[src/rtl/ram_bist_pkg.sv]
// Shared state encoding and run-length constant for the RAM BIST sequencer.
package ram_bist_pkg;

   localparam logic [2:0] S_IDLE   = 3'd0;
   localparam logic [2:0] S_W_BG   = 3'd1;
   localparam logic [2:0] S_RW_INV = 3'd2;
   localparam logic [2:0] S_RD_INV = 3'd3;
   localparam logic [2:0] S_DRAIN  = 3'd4;
   localparam logic [2:0] S_DONE   = 3'd5;

   typedef enum logic [2:0] {
      IDLE   = S_IDLE,
      W_BG   = S_W_BG,
      RW_INV = S_RW_INV,
      RD_INV = S_RD_INV,
      DRAIN  = S_DRAIN,
      DONE   = S_DONE
   } state_t;

   // Busy cycles of one complete march: DEPTH + 2*DEPTH + DEPTH + drain.
   function automatic int bist_cycles(input int depth);
      return 4 * depth + 1;
   endfunction

   localparam int BIST_CYCLES_DFLT = bist_cycles(64);

endpackage

[src/rtl/ram_bist_checker.sv]
// Read-data checker: registers each issued read, compares ram_dout one
// cycle later, counts mismatches and captures the first failing word.
module ram_bist_checker #(
   parameter int WIDTH    = 8,
   parameter int ADDR_BUS = 6
) (
   input  logic                  clk,
   input  logic                  rst,
   input  logic                  i_clr,
   input  logic                  i_issue,
   input  logic [WIDTH-1:0]      i_exp_data,
   input  logic [ADDR_BUS-1:0]   i_exp_addr,
   input  logic [WIDTH-1:0]      i_ram_dout,
   output logic                  o_mismatch,
   output logic [ADDR_BUS+1:0]   o_err_count,
   output logic [ADDR_BUS-1:0]   o_fail_addr,
   output logic [WIDTH-1:0]      o_fail_data
);

   logic                r_pending;
   logic [WIDTH-1:0]    r_exp_data;
   logic [ADDR_BUS-1:0] r_exp_addr;
   logic [ADDR_BUS+1:0] r_err;
   logic [ADDR_BUS-1:0] r_fail_addr;
   logic [WIDTH-1:0]    r_fail_data;

   assign o_mismatch  = r_pending && (i_ram_dout != r_exp_data);
   assign o_err_count = r_err;
   assign o_fail_addr = r_fail_addr;
   assign o_fail_data = r_fail_data;

   always_ff @(posedge clk) begin
      if (rst || i_clr) begin
         r_pending   <= 1'b0;
         r_exp_data  <= '0;
         r_exp_addr  <= '0;
         r_err       <= '0;
         r_fail_addr <= '0;
         r_fail_data <= '0;
      end else begin
         r_pending <= i_issue;
         if (i_issue) begin
            r_exp_data <= i_exp_data;
            r_exp_addr <= i_exp_addr;
         end
         if (o_mismatch) begin
            r_err <= r_err + 1'b1;
            if (r_err == '0) begin
               r_fail_addr <= r_exp_addr;
               r_fail_data <= i_ram_dout;
            end
         end
      end
   end

endmodule

[src/rtl/ram_bist_ctrl.sv]
// Three-phase march BIST sequencer for single_port_RAM.
// Optional BIST_STOP_ON_FAIL_EN: abort to DONE on the first mismatch.
module ram_bist_ctrl
   import ram_bist_pkg::*;
#(
   parameter int                 WIDTH    = 8,
   parameter int                 DEPTH    = 64,
   parameter int                 ADDR_BUS = $clog2(DEPTH),
   parameter logic [WIDTH-1:0]   PATTERN  = 8'hA5
) (
   input  logic                  clk,
   input  logic                  rst,
   input  logic                  start,
   output logic                  busy,
   output logic                  done,
   output logic                  pass,
   output logic [ADDR_BUS+1:0]   err_count,
   output logic [ADDR_BUS-1:0]   fail_addr,
   output logic [WIDTH-1:0]      fail_data,
   output logic                  ram_we,
   output logic [ADDR_BUS-1:0]   ram_addr,
   output logic [WIDTH-1:0]      ram_din,
   input  logic [WIDTH-1:0]      ram_dout
);

`ifdef BIST_STOP_ON_FAIL_EN
   localparam bit STOP_EN = 1'b1;
`else
   localparam bit STOP_EN = 1'b0;
`endif

   localparam logic [ADDR_BUS-1:0] LAST = ADDR_BUS'(DEPTH - 1);
   localparam logic [ADDR_BUS-1:0] ONE  = ADDR_BUS'(1);

   state_t              r_state, w_state_nxt;
   logic [ADDR_BUS-1:0] r_cnt, w_cnt_nxt;
   logic                r_sub, w_sub_nxt;
   logic                w_issue, w_clr, w_mismatch;
   logic [WIDTH-1:0]    w_exp;

   always_ff @(posedge clk) begin
      if (rst) begin
         r_state <= IDLE;
         r_cnt   <= '0;
         r_sub   <= 1'b0;
      end else begin
         r_state <= w_state_nxt;
         r_cnt   <= w_cnt_nxt;
         r_sub   <= w_sub_nxt;
      end
   end

   always_comb begin
      w_state_nxt = r_state;
      w_cnt_nxt   = r_cnt;
      w_sub_nxt   = r_sub;
      ram_we      = 1'b0;
      ram_addr    = '0;
      ram_din     = '0;
      w_issue     = 1'b0;
      w_exp       = PATTERN;
      w_clr       = 1'b0;
      unique case (r_state)
         IDLE, DONE: begin
            if (start) begin
               w_state_nxt = W_BG;
               w_cnt_nxt   = '0;
               w_sub_nxt   = 1'b0;
               w_clr       = 1'b1;
            end
         end
         W_BG: begin
            ram_we   = 1'b1;
            ram_addr = r_cnt;
            ram_din  = PATTERN;
            if (r_cnt == LAST) begin
               w_state_nxt = RW_INV;
               w_cnt_nxt   = '0;
            end else begin
               w_cnt_nxt = r_cnt + ONE;
            end
         end
         RW_INV: begin
            ram_addr = r_cnt;
            if (!r_sub) begin
               w_issue   = 1'b1;
               w_sub_nxt = 1'b1;
            end else begin
               ram_we    = 1'b1;
               ram_din   = ~PATTERN;
               w_sub_nxt = 1'b0;
               if (r_cnt == LAST) begin
                  w_state_nxt = RD_INV;
                  w_cnt_nxt   = '0;
               end else begin
                  w_cnt_nxt = r_cnt + ONE;
               end
            end
         end
         RD_INV: begin
            ram_addr = r_cnt;
            w_issue  = 1'b1;
            w_exp    = ~PATTERN;
            if (r_cnt == LAST) begin
               w_state_nxt = DRAIN;
            end else begin
               w_cnt_nxt = r_cnt + ONE;
            end
         end
         DRAIN: w_state_nxt = DONE;
         default: w_state_nxt = IDLE;
      endcase
      // Abort: the write decoded this cycle still lands, no new read starts.
      if (STOP_EN && w_mismatch) begin
         w_state_nxt = DONE;
         w_issue     = 1'b0;
      end
   end

   ram_bist_checker #(
      .WIDTH    (WIDTH),
      .ADDR_BUS (ADDR_BUS)
   ) u_checker (
      .clk         (clk),
      .rst         (rst),
      .i_clr       (w_clr),
      .i_issue     (w_issue),
      .i_exp_data  (w_exp),
      .i_exp_addr  (ram_addr),
      .i_ram_dout  (ram_dout),
      .o_mismatch  (w_mismatch),
      .o_err_count (err_count),
      .o_fail_addr (fail_addr),
      .o_fail_data (fail_data)
   );

   assign busy = (r_state == W_BG) || (r_state == RW_INV) ||
                 (r_state == RD_INV) || (r_state == DRAIN);
   assign done = (r_state == DONE);
   assign pass = done && (err_count == '0);

endmodule

[config.mk]
export PLATFORM = sky130hd
export DESIGN_NAME = ram_bist_ctrl
export DESIGN_NICKNAME = d
export VERILOG_FILES = /design/src/rtl/ram_bist_pkg.sv /design/src/rtl/ram_bist_checker.sv /design/src/rtl/ram_bist_ctrl.sv
export SDC_FILE = /design/constraint.sdc
export NUM_CORES = 1
export LEC_CHECK = 0
export ABC_AREA = 1
export BUFFER_PORTS_ARGS = -buffer_cell sky130_fd_sc_hd__buf_2
export CAP_MARGIN = 10
export CELL_PAD_IN_SITES_DETAIL_PLACEMENT = 1
export CELL_PAD_IN_SITES_GLOBAL_PLACEMENT = 2
export CORE_MARGIN = 3
export CORE_UTILIZATION = 28
export CTS_CLUSTER_DIAMETER = 150
export DETAILED_ROUTE_END_ITERATION = 8
export GPL_TIMING_DRIVEN = 0
export PLACE_DENSITY = 0.88
export SLEW_MARGIN = 20
export SYNTH_ARGS = -nofsm -noshare
export SYNTH_HDL_FRONTEND = slang
export SYNTH_SLANG_ARGS = --single-unit
[constraint.sdc]
create_clock -name clk -period 2.05 [get_ports clk]
set_clock_uncertainty 0.15 [all_clocks]
set_input_delay 0.3075 -clock clk [delete_from_list [all_inputs] [get_ports clk]]
set_output_delay 0.3075 -clock clk [all_outputs]
set_load 0.02 [all_outputs]
* Yosys cells after proc, flatten, opt, wreduce, memory -nomap -nowiden
Cells that the tools add are included.
** Operators by class
- Multipliers :: 0
- $add $sub $neg :: 2
- Multiplexer cells :: 23
- Shift-type cells :: 0
- Bitwise operators :: 0
- Reductions and logical operators :: 16
- Div/mod/pow operators :: 0
- Magnitude comparators :: 0
- Equality and inequality tests :: 13
** Operators by type and width (count)
- $mux W6 :: 5
- $pmux W6 S4 :: 1
- $pmux W8 S2 :: 1
- $mux W3 :: 5
- $pmux W3 S5 :: 1
- $ne A2 B2 Y1 const B :: 6
- $add A8 B1 Y8 const B :: 1
- $logic_not A8 Y1 :: 1
- $mux W8 :: 1
- $ne A8 B8 Y1 :: 1
- $mux W7 :: 1
- $add A6 B1 Y6 const B :: 1
- $eq A3 B2 Y1 const B :: 2
- $eq A3 B3 Y1 const B :: 2
- $eq A6 B6 Y1 const B :: 1
- $pmux W1 S2 :: 3
- $mux W1 :: 5
- $reduce_and A5 Y1 :: 1
- $logic_or A1 B1 Y1 :: 4
- $reduce_and A2 Y1 :: 2
- $reduce_and A4 Y1 :: 1
- $reduce_bool A4 Y1 :: 1
- $eq A3 B1 Y1 const B :: 1
- $logic_not A3 Y1 :: 1
- other kinds (4) :: 5
** Storage, ports and cells
- Output and inout port bits :: 40
- Input port bits :: 11
- RAM bits :: 0
- Memory bits (read-only) :: 0
- Register bits after elaboration :: 47
- Logic and storage cells :: 63
- Memories kept :: 0
- Latch bits :: 0

* Longest topological paths before layout
- Word-level depth :: 4
- Mapped depth :: 10
- Mapped depth without buffers :: 10

* By module
A second synthesis with hierarchy kept.
** Unflattened totals
- Cells, all modules :: 390
- Area total of the unflattened synthesis :: 2552.4 µm²
** Modules (own cells, without submodules)
- ram_bist_checker :: times used 1, cells an instance 267, area each 1789.2 µm²
- ram_bist_ctrl :: times used 1, cells an instance 123, area each 763.2 µm²

* Worst setup path before layout
OpenSTA, ideal clock, no wires.
- Path kind :: reg-to-output
- Start point :: reg u_checker.r_err[0], in the netlist u_checker.o_err_count[0]
- End point :: out pass
- Path slack :: 219 ps
- Arrival :: 1373 ps
- Stages on the path, launching flop included :: 5
- Path through :: dfxtp_1 inv_1 ha_1 nand2_1 nor4_1
** Between the ends
- Longest elaborated chain between the ends :: 2
** RTL lines
- start: declaration :: line ram_bist_checker.sv:23 : logic [ADDR_BUS+1:0] r_err;
- start signal: assignment :: line ram_bist_checker.sv:47 : r_err <= r_err + 1'b1;
- $logic_not A8 Y1 :: line ram_bist_ctrl.sv:140 : assign pass = done && (err_count == '0);
- $logic_and A1 B1 Y1 :: line ram_bist_ctrl.sv:140
- end: declaration :: line ram_bist_ctrl.sv:16 : output logic pass,
No other way between the ends.

* Final worst setup path
Ends and elaborated chain as after synthesis.

==> insert_results.sql <==
INSERT INTO impl_metrics (metric_group, metric, value, unit) VALUES
('status', 'run_status', 'complete, no violations', ''),
('power_and_ir_drop', 'pwr_per_cell_area', '1220', 'mW/mm²'),
('worst_setup_path', 'critical_path.cell_chain', 'inv_1 > ha_1 > nand2_1 > nor4_2 > buf_2', ''),
('synth', 'synth.avg_cell_area', '6.20', 'µm²'),
('detailed_routing', 'drt-total-wl', '6040', 'µm'),
('worst_setup_path', 'r2r_start', 'u_checker.o_err_count[0]$_SDFFE_PP0P_', ''),
('synth', 'netlist-cell-type-count', '23', ''),
('worst_setup_path', 'critical_path.endpoint_type', 'primary output', ''),
('synth', 'post_synth_xor_xnor_area', '0.0114', ''),
('sta', 'slew_violations', '0', ''),
('worst_setup_path', 'cp_slowest_stage_delay', '0.35', 'ns'),
('sta', 'setup_tns', '0', 'ns'),
('clock_tree', 'tritoncts_clock_tree', 'built', ''),
('floorplanning', 'floorplan.initialDensity', '0.293', ''),
('worst_setup_path', 'master_of_the_slowest_instance_on_the_critical_path', 'dfxtp_1', ''),
('floorplanning', 'row_count', '32', ''),
('worst_setup_path', 'worst_ep_arrival_time', '1.43', 'ns'),
('placed_design', 'finalWeightedCongestion', '0.803', ''),
('worst_hold_path', 'timing.hold.worst.class', 'in -> reg', ''),
('synth', 'cell_types_occupying_the_most_area_after_synthesis', 'dfxtp_1, nand2_1, inv_1', ''),
('synth', 'synth-async-reset-ratio', '0', ''),
('clock_tree', 'clkTransAtPathRegs', '0.07', 'ns'),
('detailed_routing', 'wire_per_inst', '11.4', 'µm'),
('power_and_ir_drop', 'worst_ir_drop_vdd', '729', 'µV'),
('global_route', 'grt_max_degree', '13', ''),
('global_route', 'grt.overflow.total', '0', ''),
('synth', 'netlist_instances', '371', ''),
('clock_tree', 'numCtsBuffers', '5', ''),
('synth', 'synth_largest_area_cell', 'dfxtp_1', ''),
('layout', 'nets', '442', ''),
('worst_setup_path', 'timing_worst_setup_path_type', 'reg -> out', ''),
('placed_design', 'port_buffers', '50', ''),
('global_route', 'grt_antenna_before_repair', '0', ''),
('floorplanning', 'fp.dieH', '96.7', 'µm'),
('synth', 'post_synth_fa_ha_maj_area_fraction', '0.0163', ''),
('synth', 'synthDominantCellAreaShare', '0.357', ''),
('global_route', 'grt_usage', '0.135', ''),
('synth', 'synth_top_family_by_area', 'simple AND/OR/NAND/NOR gates', ''),
('synth', 'postSynthRegisterBits', '41', ''),
('floorplanning', 'dieWidth', '96.7', 'µm'),
('floorplanning', 'design.core.area', '0.00785', 'mm²'),
('layout', 'finalCoreUtilization', '0.357', ''),
('power_and_ir_drop', 'power.leakage', '0.00142', 'µW'),
('worst_setup_path', 'critical_path.n_buffers_inverters', '2', ''),
('synth', 'synth_simple_gate_area_frac', '0.391', ''),
('layout', 'final_layout_size_suffix_gt1_frac', '0.217', ''),
('synth', 'postSynthNetCount', '385', ''),
('clock_tree', 'cts.repair_timing.setup_buffer_count', '0', ''),
('sta', 'timing.fmax', '529', 'MHz'),
('layout', 'antenna_cells_inserted', '0', ''),
('clock_tree', 'cts_root_buffer', 'clkbuf_8', ''),
('layout', 'areaGrowthSynthToFinish', '21.6', '%'),
('synth', 'synth_top_flop_cell', 'dfxtp_1', ''),
('synth', 'yosysMostFrequentCell', 'nand2_1', ''),
('clock_tree', 'clock_sinks', '41', ''),
('power_and_ir_drop', 'design_power_total', '3400', 'µW'),
('global_route', 'grt_pass1_wl', '10600', 'µm'),
('detailed_routing', 'drc_errors', '0', ''),
('floorplanning', 'die-area', '0.00934', 'mm²'),
('synth', 'synth_mux_area_frac', '0', ''),
('worst_setup_path', 'cp-startpoint', 'u_checker.o_err_count[0]$_SDFFE_PP0P_', ''),
('worst_setup_path', 'timing.critical_path.max_delay_family', 'flip-flops', ''),
('synth', 'synth_edf_count', '0', ''),
('sta', 'layout_worst_path_cycle_share', '0.922', ''),
('synth', 'synth-warning-count', '0', ''),
('sta', 'timing_worst_slew_pin_value', '0.449', 'ns'),
('synth', 'syn_area', '0.00230', 'mm²'),
('sta', 'slew_headroom', '0.701', ''),
('worst_setup_path', 'crit_path_max_fanout', '5', ''),
('job', 'cap_viol_max_count', '0', ''),
('detailed_routing', 'detail_route.iter0.violations', '59', '');
## worst reg2reg max path: stages, from the launching register on
cell	delay [ns]
dfxtp_1	0.35
inv_1	0.08
ha_1	0.15
nand2_1	0.09
nor2_2	0.30
nand3_2	0.18
buf_2	0.23
nand2_1	0.08
inv_1	0.04
nor2_1	0.08
## report_power, final
group	switching (µW)	leakage, µW	internal, µW
Sequential	115	0.000332	923
Combinational	1160	0.00103	557
Clock	292	0.0000540	354
Total	1570	0.00142	1830
## layout by cell type (no fill, tap or decap), drive strengths merged, types with 8 or more instances in the layout
master	instances
buf	61
clkbuf	9
inv	73
a21oi	21
dfxtp	41
nor2	54
nand2	108
nand4	14
nand3	24
o21ai	8
## routing by layer
metal	vias up	global-route usage	wire, µm
li1	1230	-	-
met1	1021	0.173	2910
met2	38	0.224	2830
met3	4	0.0425	261
met4	0	0.0281	32
met5	-	0	0
## worst paths after layout
check	endpoint	slack, ns	cells after the start
max	pass	0.16	5
min	r_state[0]$_SDFFE_PP0P_	0.1	2
max reg2reg	u_checker.o_fail_addr[4]$_SDFFE_PP0P_	0.27	9
min reg2reg	u_checker.r_exp_addr[5]$_SDFFE_PP0P_	0.32	2
## stage by stage
step | hold WS (ns) | cell area, µm² | worst slack, ns | cells
floorplan | 0.227 | 2300 | 0.219 | 371
global placement | 0.306 | 2680 | 0.308 | 523
detailed placement | 0.308 | 2680 | 0.245 | 523
CTS | 0.0930 | 2780 | 0.0413 | 530
global route | 0.0893 | 2800 | 0.0140 | 530
finish | 0.0973 | 2800 | 0.160 | 530
## final cells by class
cell class / instances / area, µm²
Clock buffer: 5 / 68.8
Clock inverter: 2 / 35.0
Sequential cell: 41 / 821
Buffer: 15 / 90.1
Timing Repair Buffer: 50 / 250
Inverter: 73 / 274
Multi-Input combinational cell: 242 / 1130
Tap cell: 102 / 128
Fill cell: 1076 / 5050
## registers in the layout (all words and copies together) (netlist names)
register	flops
r_cnt	6
r_state	3
r_sub	1
u_checker.o_err_count	8
u_checker.o_fail_addr	6
u_checker.o_fail_data	8
u_checker.r_exp_addr	6
u_checker.r_exp_data	2
u_checker.r_pending	1
## timing repair
| item | CTS | global route |
|---|---|---|
| hold endpoints to repair | 0 | 0 |
| gates resized for setup | 0 | 4 |
| endpoints found under the setup margin | 0 | 6 |
## cells by family after synthesis
logic type	count (synthesis)
adders and majority gates	3
and+or+nand+nor	207
buffers and inverters	88
AOI/OAI and AO/OA	29
DFF	41
xor gates and xnor gates	3
Note: power is estimated with default switching activity, not from simulation.
